<file path="config.mk">
export PLATFORM = sky130hd
export DESIGN_NAME = argmax_unit
export DESIGN_NICKNAME = d
export VERILOG_FILES = /design/src/rtl/argmax_unit.sv
export SDC_FILE = /design/constraint.sdc
export NUM_CORES = 1
export LEC_CHECK = 0
export ABC_AREA = 1
export CAP_MARGIN = 20
export CORE_ASPECT_RATIO = 1.75
export CORE_MARGIN = 2
export CORE_UTILIZATION = 28
export CTS_CLUSTER_SIZE = 24
export DETAILED_ROUTE_END_ITERATION = 7
export GPL_TIMING_DRIVEN = 0
export PLACE_DENSITY_LB_ADDON = 0.2
export SLEW_MARGIN = 0
export SYNTH_ARGS = -nofsm -noshare
export SYNTH_HDL_FRONTEND = slang
export SYNTH_SLANG_ARGS = --single-unit
export TNS_END_PERCENT = 30
</file>
<file path="constraint.sdc">
create_clock -name clk -period 5.3 [get_ports clk]
set_input_delay 1.325 -clock clk [delete_from_list [all_inputs] [get_ports clk]]
set_output_delay 1.325 -clock clk [all_outputs]
set_load 0.03 [all_outputs]
</file>
<file path="src/rtl/argmax_unit.sv">
// Argmax over one inference's output-layer scores.
// Signed strict-greater compare; ties keep the lowest index.
module argmax_unit #(
    parameter int NO_NOL = 10,
    parameter int IDX_W  = 4
) (
    input  logic                    clk,
    input  logic                    rst,
    input  logic                    start,
    input  logic                    score_valid,
    input  logic signed [7:0]       score,
    output logic                    busy,
    output logic [IDX_W-1:0]        class_idx,
    output logic signed [7:0]       max_score,
    output logic                    result_valid
);

    typedef enum logic [1:0] {
        IDLE,
        COLLECT,
        DONE
    } state_t;

    localparam logic [IDX_W-1:0] LAST_IDX = IDX_W'(NO_NOL - 1);
    localparam logic signed [7:0] MIN_SCORE = 8'sh80;

    state_t state;
    state_t state_nx;

    logic [IDX_W-1:0]  cnt;
    logic signed [7:0] run_max;
    logic [IDX_W-1:0]  run_idx;

    logic              accept;
    logic              last;
    logic              take;
    logic signed [7:0] cmp_max;
    logic [IDX_W-1:0]  cmp_idx;

    assign last = (cnt == LAST_IDX);

    // Count zero forces a load so a lone -128 still becomes the max.
    assign take    = (cnt == '0) || (score > run_max);
    assign cmp_max = take ? score : run_max;
    assign cmp_idx = take ? cnt : run_idx;

    always_ff @(posedge clk or negedge rst) begin
        if (!rst) begin
            state <= IDLE;
        end else begin
            state <= state_nx;
        end
    end

    always_comb begin
        state_nx     = state;
        busy         = 1'b0;
        result_valid = 1'b0;
        accept       = 1'b0;
        unique case (state)
            IDLE: begin
                if (start) state_nx = COLLECT;
            end
            COLLECT: begin
                busy   = 1'b1;
                accept = score_valid;
                if (score_valid && last) state_nx = DONE;
            end
            DONE: begin
                busy         = 1'b1;
                result_valid = 1'b1;
                state_nx     = IDLE;
            end
            default: state_nx = IDLE;
        endcase
    end

    always_ff @(posedge clk or negedge rst) begin
        if (!rst) begin
            cnt       <= '0;
            run_max   <= MIN_SCORE;
            run_idx   <= '0;
            class_idx <= '0;
            max_score <= '0;
        end else if (state == IDLE && start) begin
            cnt     <= '0;
            run_max <= MIN_SCORE;
            run_idx <= '0;
        end else if (accept) begin
            run_max <= cmp_max;
            run_idx <= cmp_idx;
            // Publish straight from the final compare; counter parks at the end.
            if (last) begin
                class_idx <= cmp_idx;
                max_score <= cmp_max;
            end else begin
                cnt <= cnt + 1'b1;
            end
        end
    end

endmodule

</file>
== Yosys cells after proc, flatten, opt, wreduce, memory -nomap -nowiden ==
Cells that the tools add are included.

* Register bits: 30
* Output and inout port bits: 14
* Word-level logic and storage cells: 40

* Add/sub/neg operators: 1
* $lt $le $gt $ge: 1
* Equal/unequal tests: 6
* Muxes and demuxes: 15
* Bitwise logic cells: 1
* Reduce and logical (&&, ||, !) cells: 10

{| class="wikitable"
|+ Operators with widths
! operator !! number
|-
| 4-bit 2-to-1 mux || 6
|-
| 8-bit 2-to-1 mux || 3
|-
| 8-bit greater-than comparator || 1
|-
| 4-bit by 1-bit adder with 4-bit output (second input constant) || 1
|-
| 4-bit equality test (second input constant) || 1
|-
| 4-bit logical NOT || 1
|-
| 2-bit 2-to-1 mux || 2
|-
| 2-bit != test (second input constant) || 2
|-
| 2-bit one-hot mux with 2 select lines || 1
|-
| 2-bit AND reduction || 2
|-
| 1-bit 2-to-1 mux || 3
|-
| 3-bit AND reduction || 1
|-
| 2-bit by 1-bit equality test with 1-bit output (second input constant) || 1
|-
| 2-bit equality test (second input constant) || 1
|-
| 1-bit logical AND || 2
|-
| 2-bit logical NOT || 1
|-
| 2-bit by 1-bit != test with 1-bit output (second input constant) || 1
|-
| 2-bit nonzero test || 1
|-
| 2-bit OR reduction || 1
|-
| 1-bit logical OR || 1
|-
| 1-bit inverter || 1
|}

== Longest topological paths before layout ==
* Word-level depth: 5
* Gate-level depth with buffers: 16

== Worst setup path before layout ==
OpenSTA, ideal clock, no wires.

* Path type: input port to flip-flop
* Start: input port score[5]
* End: register max_score[7]
* Setup time: 0.118 ns
* Arrival: 2.528 ns
* Setup slack: 2.654 ns
* Stages: 12
* Path buffers: 1
* Path through: ha_1 > a21oi_1 > nor2_1 > nor2_2 > nand2_1 > nand2_2 > nand3_4 > nand2_4 > buf_6 > nand2_2 > nand3_1 > nand2_1

* Cells in the longest elaborated chain, start to end: 3

{| class="wikitable"
|+ Ends and longest elaborated chain
! what !! RTL line !! RTL
|-
| from (decl) || 11 || <nowiki>input logic signed [7:0] score,</nowiki>
|-
| 8-bit greater-than comparator || 43 || <nowiki>assign take = (cnt == '0) || (score > run_max);</nowiki>
|-
| 1-bit logical OR || 43 ||
|-
| 8-bit 2-to-1 mux || 44 || <nowiki>assign cmp_max = take ? score : run_max;</nowiki>
|-
| to (signal assigned) || 95 || <nowiki>max_score <= cmp_max;</nowiki>
|-
| to (decl) || 14 || <nowiki>output logic signed [7:0] max_score,</nowiki>
|}

No other way between the ends.
A chain may end at the register's enable or synchronous reset.

== Final worst setup path ==
Same ends and word-level chain as after synthesis.

==> results_dict.tcl <==
set metrics [dict create \
    timing.hold.ws_ns 0.476 \
    syn_nets 286 \
    drv_slew 0 \
    finalCriticalPeriod_ns 3.15 \
    cts_made_buffers 5 \
    final_hold_viol_count 0 \
    cp-start-kind "input pin" \
    cts_num_sinks 30 \
    place_congestion 0.787 \
    drive_above_1_share_pct 7.22 \
    highest_layer "met4" \
    cts_tree "yes" \
    ff2ff_setup_slack_ns 3.21 \
    crit_chain "clkdlybuf4s50_1 -> ha_1 -> a21oi_1 -> nor2_1 -> nor2_2 -> nand2_1 -> nand2_2 -> nand3_4 -> nand2_4 -> buf_6 -> nand2_2 -> nand3_1 -> nand2_1" \
    grt_use_total_pct 15.1 \
    cts_root_buf "clkbuf_16" \
    synthCells 258 \
    n_fill_cell 695 \
    dieArea_um2 7410 \
    whs_endpoint "max_score[4]$_DFFE_PN0P_" \
    final_cell_mix "105 x nand2_1, 33 x nand3_1, 32 x inv_1" \
    worstHoldStart "max_score[4]$_DFFE_PN0P_" \
    ios 26 \
    grt_max_degree 31 \
    critPathKind "input pin to flip-flop" \
    crit_arrival_ns 3.32 \
    postCtsSetupRepairBufs 0 \
    ctsHoldBuffers 0 \
    rsz0062_at_grt "false" \
    ctsResizeCount 0 \
    drt-vias-per-instance 4.61 \
    core_um2 6490 \
    fin_crit_sh_pct 59.5 \
    area_growth_pct 29.1 \
    worst_pin_slew_ns 0.738 \
    hold_depth 2 \
    dp_hpwl_um 3660 \
    r2r-end "max_score[7]$_DFFE_PN0P_" \
    post_drt_wl_per_cell_um 13.3 \
    clockBufferDepth 2 \
    cts_max_level 2 \
    route.met3.wl_um 170 \
    wirelength_um 4960 \
    n_antenna_cell 0 \
    dr_wl_met2_um 2730 \
    clk_pin_slew_ns 0.06 \
    die_height_um 112 \
    ys_seq_elements 30 \
    yosysWarnings 0 \
    vias 1718 \
    layout.cells.most_common "nand2_1" \
    reg2reg_from "run_max[7]$_DFFE_PN1P_" \
    final-setup-viol-count 0 \
    end_kind "flip-flop" \
    synthesis.area_um2 1880 \
    nets 318 \
    start_util_pct 29.0 \
    dr.pass1.iters 4 \
    final.setup.tns_ns 0 \
    cp_max_fo 10 \
    core.rowCount 39 \
    required_ns 5.46 \
    synth-seq-area-share_pct 40.0 \
    drt_iter0_drc 55 \
    die_w_um 65.9 \
    slew_headroom_pct 50.8 \
    p_per_area_nw_per_um2 625 \
    cap_violations 0 \
    p_leak_nw 1.33 \
    io_buffers 25 \
    worst_path_max_delay_cell "clkdlybuf4s50_1" \
    max_freq_ghz 0.317 \
    grt.overflow.total 0 \
    clk-insertion-delay-late_ns 0.28 \
    finClkSkew_ns 0.00574 \
    grt_pass1_vias 1728 \
    r2r_cells 10 \
    critical-path-top-delay-family "simple AND/OR/NAND/NOR gates" \
    wl_met1_um 1830 \
    peakVddDrop_mv 0.268 \
    min_path_type "flip-flop to flip-flop" \
    antenna_left 0 \
    drc 0 \
    grt_pass1_wl_um 8280 \
    synth_cell_types 21 \
    cp.buffers_inverters 2 \
    cpPeakStageDelay_ns 0.47 \
    status "completed" \
    avgSynthCellArea_um2 7.28 \
    grt_antenna_before_repair 0 \
]
[layout make-up]
type	count	area, µm²	area share, %
multi-input combinational	187	956	39.4
sequential	30	752	31.0
timing repair buffer	25	245	10.1
clock buffer	6	139	5.72
inverter	32	120	4.95
tap	82	103	4.23
clock inverter	2	60.1	2.48
buffer	9	51.3	2.11
[power breakdown]
group / internal, mW / switching (mW)
registers: 0.314 / 0.0568
logic: 0.263 / 0.493
clock network: 0.282 / 0.108
total: 0.859 / 0.658
[flip-flops by register name (all words and copies together) (netlist names)]
name and cells:
run_idx 4, class_idx 4, max_score 8, cnt 4, state 2, run_max 8
[layer usage]
metal	vias up	GRT usage [%]
met3	15	2.91
li1	872	-
met5	-	0
met2	34	26.7
met1	797	15.8
met4	0	9.12
[how the worst max path moves through the flow]
stage             start                  endpoint  depth (start not counted)
6_report       score[5]  max_score[7]$_DFFE_PN0P_                         13
4_1_cts        score[5]  max_score[7]$_DFFE_PN0P_                         13
3_3_place_gp   score[5]  max_score[7]$_DFFE_PN0P_                         13
3_5_place_dp   score[5]  max_score[7]$_DFFE_PN0P_                         13
5_1_grt        score[5]  max_score[7]$_DFFE_PN0P_                         13
2_1_floorplan  score[5]  max_score[7]$_DFFE_PN0P_                         12
[metrics by stage]
stage | util, % | instances | total power [mW] | setup slack, ns | cell area (µm²)
final | 37.4 | 373 | 1.52 | 2.15 | 2430
after CTS | 37.4 | 373 | 1.54 | 2.11 | 2430
after detailed placement | 34.3 | 365 | 1.14 | 1.82 | 2230
after global routing | 37.4 | 373 | 1.65 | 1.99 | 2430
after floorplan | - | 258 | 0.903 | 2.65 | 1880
after global placement | 34.4 | 365 | 1.14 | 1.84 | 2230
[tightest hold or removal path: cells and delay by family (launching register included)]
kind | cells | cell delay (ns)
and+or+nand+nor | 2 | 0.10
DFF | 1 | 0.34
[Yosys cell counts (all sizes together)]
cell type    n  area, µm²
clkbuf       4       15.0
nand2      108        418
buf          5       36.3
nand3       35        193
o21ai        7       35.0
dfstp        1       26.3
nand3b       3       22.5
dfrtp       29        726
nand4        3       18.8
a21oi        6       30.0
ha          16        200
nor2         8       32.5
inv         32        120
nor4         1       6.26
[kinds of logic (layout without fill, tap and decap cells)]
group	after synthesis	after routing	synth area share, %
fa+ha+maj	16	16	10.7
simple gates	158	158	36.8
flops	30	30	40.0
buf+inv	41	74	9.12
compound gates	13	13	3.46
Note: power is estimated with default switching activity, not from simulation.
